--- src/rtl/countdown_timer.sv ---
// countdown_timer: minutes:seconds countdown with load, start/pause control,
// a one-second prescaler and an expiry flag. All outputs come straight from
// flops so the downstream binary-to-BCD converters see clean, bounded values.
module countdown_timer #(
    parameter int TICK_DIV = 50000000
) (
    input  logic       Clk,
    input  logic       Reset,
    input  logic       Load,
    input  logic [6:0] LoadMinutes,
    input  logic [6:0] LoadSeconds,
    input  logic       Start,
    input  logic       Pause,
    output logic [6:0] Minutes,
    output logic [6:0] Seconds,
    output logic       Running,
    output logic       Done,
    output logic       SecTick
);

    localparam int PW = (TICK_DIV > 2) ? $clog2(TICK_DIV) : 1;
    localparam logic [PW-1:0] PRESC_MAX = PW'(TICK_DIV - 1);

    typedef enum logic [1:0] {
        S_IDLE   = 2'd0,
        S_RUN    = 2'd1,
        S_PAUSED = 2'd2,
        S_DONE   = 2'd3
    } state_t;

    state_t        state_q, state_d;
    logic [6:0]    min_q, min_d;
    logic [6:0]    sec_q, sec_d;
    logic [PW-1:0] presc_q, presc_d;
    logic          running_q, running_d;
    logic          done_q, done_d;
    logic          sectick_q, sectick_d;
    logic          tick_s;
    logic          time_zero_s;

    // Saturate a preset value so the display never sees an out-of-range digit pair.
    function automatic logic [6:0] clamp7(input logic [6:0] val, input logic [6:0] max_val);
        clamp7 = (val > max_val) ? max_val : val;
    endfunction

    assign time_zero_s = (min_q == 7'd0) && (sec_q == 7'd0);

    // State and datapath registers, cleared asynchronously by Reset.
    always_ff @(posedge Clk or posedge Reset) begin
        if (Reset) begin
            state_q   <= S_IDLE;
            min_q     <= 7'd0;
            sec_q     <= 7'd0;
            presc_q   <= '0;
            running_q <= 1'b0;
            done_q    <= 1'b0;
            sectick_q <= 1'b0;
        end else begin
            state_q   <= state_d;
            min_q     <= min_d;
            sec_q     <= sec_d;
            presc_q   <= presc_d;
            running_q <= running_d;
            done_q    <= done_d;
            sectick_q <= sectick_d;
        end
    end

    // Next-state and time/prescaler update; Load overrides every other control.
    always_comb begin
        state_d = state_q;
        min_d   = min_q;
        sec_d   = sec_q;
        presc_d = presc_q;
        tick_s  = 1'b0;
        if (Load) begin
            state_d = S_IDLE;
            min_d   = clamp7(LoadMinutes, 7'd99);
            sec_d   = clamp7(LoadSeconds, 7'd59);
            presc_d = '0;
        end else begin
            case (state_q)
                S_IDLE: begin
                    if (Start) begin
                        state_d = time_zero_s ? S_DONE : S_RUN;
                    end else begin
                        state_d = S_IDLE;
                    end
                end
                S_RUN: begin
                    if (Pause) begin
                        // Pause freezes the prescaler so the partial second survives.
                        state_d = S_PAUSED;
                    end else if (time_zero_s) begin
                        // Defensive: never decrement below 00:00.
                        state_d = S_DONE;
                    end else if (presc_q == PRESC_MAX) begin
                        presc_d = '0;
                        tick_s  = 1'b1;
                        if (sec_q != 7'd0) begin
                            sec_d = sec_q - 7'd1;
                        end else begin
                            sec_d = 7'd59;
                            min_d = min_q - 7'd1;
                        end
                        if ((min_d == 7'd0) && (sec_d == 7'd0)) begin
                            state_d = S_DONE;
                        end else begin
                            state_d = S_RUN;
                        end
                    end else begin
                        presc_d = presc_q + PW'(1);
                    end
                end
                S_PAUSED: begin
                    if (Start) begin
                        state_d = S_RUN;
                    end else begin
                        state_d = S_PAUSED;
                    end
                end
                S_DONE: begin
                    state_d = S_DONE;
                end
                default: begin
                    state_d = S_IDLE;
                end
            endcase
        end
    end

    // Output decode from the next state so the flags land on the same edge as the state.
    always_comb begin
        running_d = (state_d == S_RUN);
        done_d    = (state_d == S_DONE);
        sectick_d = tick_s;
    end

    assign Minutes = min_q;
    assign Seconds = sec_q;
    assign Running = running_q;
    assign Done    = done_q;
    assign SecTick = sectick_q;

endmodule

--- config.mk ---
export PLATFORM = sky130hd
export DESIGN_NAME = countdown_timer
export DESIGN_NICKNAME = d
export VERILOG_FILES = /design/src/rtl/countdown_timer.sv
export SDC_FILE = /design/constraint.sdc
export NUM_CORES = 1
export LEC_CHECK = 0
export ABC_AREA = 1
export CAP_MARGIN = 20
export CORE_MARGIN = 3
export CORE_UTILIZATION = 40
export DETAILED_ROUTE_END_ITERATION = 12
export GPL_TIMING_DRIVEN = 0
export PLACE_DENSITY_LB_ADDON = 0.25
export SLEW_MARGIN = 20
export SYNTH_ARGS = -nofsm -noshare
export SYNTH_HDL_FRONTEND = slang
export SYNTH_SLANG_ARGS = --single-unit
--- constraint.sdc ---
create_clock -name Clk -period 2.7 [get_ports Clk]
set_input_delay 0.54 -clock Clk [delete_from_list [all_inputs] [get_ports Clk]]
set_output_delay 0.54 -clock Clk [all_outputs]
set_load 0.005 [all_outputs]
==> impl_metrics.py <==
metrics = {
    "synth": {
        "syn_area_um2": 3230,
        "synth_area_leader_cell": "dfrtp_1",
        "synthCells": 472,
        "yosys-top-cells-area": "dfrtp_1 35%, nand2_1 15%, nor2_1 8.5%, inv_1 6.6%, nand3_1 6.5%",
        "ys_ff_latch": 45,
        "synth_top_area_share_pct": 34.8,
        "yosysUniqueCellTypes": 37,
        "yosysWarnings": 0,
        "synth_edf_count": 0,
        "async_flop_share_pct": 100,
        "avgSynthCellArea_um2": 6.85,
        "synth.net_count": 496,
        "seq_area_frac_synth_pct": 34.8,
        "synth_top_flop_cell": "dfrtp_1",
    },
    "cells_and_area": {
        "post_route_cells_drive_above_1_share_pct": 8.72,
        "design_area_um2": 3850,
        "syn_to_final_growth_pct": 19.0,
        "n_antenna_cell": 0,
        "final_nets": 539,
        "nFillCells": 806,
        "multi_input_area_um2": 1800,
        "utilization_pct": 49.5,
        "seqCellArea_um2": 1130,
    },
    "power_and_ir_drop": {
        "power.density_nw_per_um2": 466,
        "p_int_mw": 1.22,
        "pwr-share-comb_pct": 26.8,
        "power_mw": 1.79,
        "p_clk_share_pct": 30.3,
        "p_seq_share_pct": 42.9,
        "power_leakage_nw": 1.82,
        "p_sw_uw": 569,
        "irDropWorstVdd_mv": 0.210,
        "power_switching_share_pct": 31.7,
    },
    "global_routing": {
        "top_usage_layer": "met2",
        "grt_antenna_before_repair": 0,
        "grt.met2_usage_pct": 34.0,
        "gr-total-overflow": 0,
        "use_met3_pct": 2.58,
        "grtUsageTotal_pct": 20.9,
        "met1_usage_pct": 29.1,
        "grt_max_degree": 30,
        "grt_pass1_vias": 2993,
        "grt_pass1_wl_mm": 14.9,
    },
    "timing": {
        "tns_ns": 0,
        "setup_viol": 0,
        "rsz0062_at_grt": "false",
        "slew_violations": 0,
        "timing.final.crit_period_ns": 2.21,
        "setup_slack_ns": 0.494,
        "hold_viol": 0,
        "slew_headroom_pct": 63.0,
        "finClkSkew_ns": 0.00828,
        "fin_crit_sh_pct": 81.7,
        "tightest_slew_ns": 0.550,
        "clock.fmax_mhz": 453,
    },
    "route": {
        "detailroute.via_count": 3154,
        "drc_errors": 0,
        "ant_nets": 0,
        "wl_mm": 8.79,
        "drtIter0Drc": 222,
        "via_per_inst": 5.10,
        "wl_per_cell_um": 14.2,
        "dr.pass1.iters": 5,
    },
    "clock_network": {
        "post_cts_buffers": 0,
        "cts-buffers-inserted": 5,
        "hold_buffers": 0,
        "clk_pin_slew_worst_paths_ns": 0.09,
        "cts_buffer_depth": 2,
        "cts_sinks": 45,
        "cts_max_level": 2,
        "clock_latency_ns": 0.30,
        "cts_resized": 0,
        "cts_tree": "done",
        "cts_root_buf": "clkbuf_8",
    },
    "critical_path": {
        "path_class": "flop to flop",
        "crit_path_end_kind": "flop",
        "crit_fanout": 10,
        "cp-start-kind": "flop",
        "critical_path_required_ns": 2.89,
        "cp.arrival_ns": 2.40,
    },
    "place": {
        "routabilityCongestion": 0.975,
        "place_area_um2": 3730,
        "pre_cts_ws_ns": 0.181,
        "portBuffers": 35,
        "dp_hpwl_mm": 6.81,
    },
    "status": {
        "status": "finished, final reports clean",
    },
    "floorplan": {
        "io_pins": 36,
        "start_util_pct": 41.6,
        "die_h_um": 95.9,
        "dieWidth_um": 95.9,
        "dieArea_um2": 9200,
        "rows": 32,
        "core_um2": 7770,
    },
    "flow_run": {
        "drv_cap": 0,
    },
    "worst_hold_path": {
        "min_path_type": "flop to flop",
    },
}
[Yosys cell counts, types with 4 or more instances]
library cell	instances
ha_1	5
nor3_2	4
nand4_1	13
o21ai_0	21
nor2_1	73
a21oi_1	8
nand3_1	42
nor3_1	14
o21ai_2	5
nand2_1	129
dfrtp_1	45
o21ai_1	4
xor2_1	10
buf_6	5
clkbuf_1	4
inv_1	57
[cells by family (layout without fill, tap and decap cells)]
group                    count (synthesis)  count (layout)  synth area share, %
AO/OA/AOI/OAI                           44              44                 7.78
XOR/XNOR                                10              10                 2.71
adder cells (fa/ha/maj)                  5               5                 1.93
buffers and inverters                   71             115                 9.44
flip-flops                              45              45                 34.8
AND/OR/NAND/NOR                        297             297                 43.3
[path summary, 6_finish.rpt]
check / start / endpoint / slack, ns / cells past startpoint
hold / removal: presc_q[25]$_DFFE_PP0P_ / presc_q[25]$_DFFE_PP0P_ / 0.54 / 2
hold reg to reg: presc_q[25]$_DFFE_PP0P_ / presc_q[25]$_DFFE_PP0P_ / 0.54 / 2
setup reg to reg: presc_q[0]$_DFFE_PP0P_ / presc_q[7]$_DFFE_PP0P_ / 0.49 / 11
max in group asynchronous: Reset / presc_q[24]$_DFFE_PP0P_ / 1.67 / 3
setup / recovery: presc_q[0]$_DFFE_PP0P_ / presc_q[7]$_DFFE_PP0P_ / 0.49 / 11
min in group asynchronous: Reset / presc_q[15]$_DFFE_PP0P_ / 0.55 / 2
[cell usage in the layout (no fill, tap or decap), types with 2 or more instances in the layout]
| cell | n |
|---|---|
| nand2_4 | 3 |
| nor2_1 | 73 |
| xor2_1 | 10 |
| o21ai_0 | 21 |
| nand4_4 | 2 |
| nor3_1 | 14 |
| nor2_4 | 3 |
| nand2_1 | 129 |
| buf_6 | 5 |
| nor3_2 | 4 |
| clkbuf_1 | 5 |
| nand3_1 | 42 |
| o21ai_1 | 4 |
| o21ai_2 | 5 |
| ha_1 | 5 |
| o22ai_1 | 2 |
| a21oi_1 | 8 |
| inv_1 | 56 |
| dfrtp_1 | 45 |
| inv_2 | 4 |
| nand4_1 | 13 |
| a211oi_1 | 2 |
| clkdlybuf4s50_1 | 35 |
| nand2_2 | 3 |
| clkbuf_8 | 6 |
| nor2_2 | 2 |
[metal layers]
metal / wire, um / share of wire (%) / up-vias
met3: 454 / 5.2 / 8
met1: 4060 / 46 / 1464
met4: 82 / 0.93 / 0
met2: 4180 / 48 / 81
met5: 0 / 0 / -
li1: - / - / 1601
[per-stage QoR]
stage | hold slack (ns) | instances
2_1_floorplan | 0.471 | 472
3_3_place_gp | 0.493 | 609
3_5_place_dp | 0.510 | 610
4_1_cts | 0.535 | 618
5_1_grt | 0.582 | 618
6_report | 0.541 | 618
[worst max-delay path, stage by stage (launching register included)]
cell     delay, ns
dfrtp_1       0.44
ha_1          0.20
nand2_1       0.10
nor2_4        0.16
nand4_2       0.15
nor3_2        0.13
nand4_1       0.22
nand2_1       0.19
nand2_2       0.18
buf_6         0.20
nand2_1       0.08
nor2_1        0.04
[power groups by stage]
| stage | combinational [mW] | sequential, mW | clock, mW |
|---|---|---|---|
| 2_1_floorplan | 0.299 | 0.777 | 0 |
| 3_3_place_gp | 0.470 | 0.781 | 0 |
| 3_5_place_dp | 0.481 | 0.783 | 0 |
| 4_1_cts | 0.483 | 0.770 | 0.557 |
| 5_1_grt | 0.543 | 0.776 | 0.577 |
| 6_report | 0.481 | 0.769 | 0.544 |
[layout make-up]
class,count,area share [%]
well taps,102,3.32
flip-flops and latches,45,29.3
clock inverters,1,0.780
clock buffers,7,2.24
inverters,60,5.85
multi-input cells,356,46.8
repair buffers,36,9.63
plain buffers,11,2.08
[state kept, by name (all words and copies together), names as in the netlist]
| register | count |
|---|---|
| state_q | 2 |
| Seconds | 7 |
| presc_q | 26 |
| Running | 1 |
| Done | 1 |
| Minutes | 7 |
| SecTick | 1 |
(Power assumes the default switching activity.)
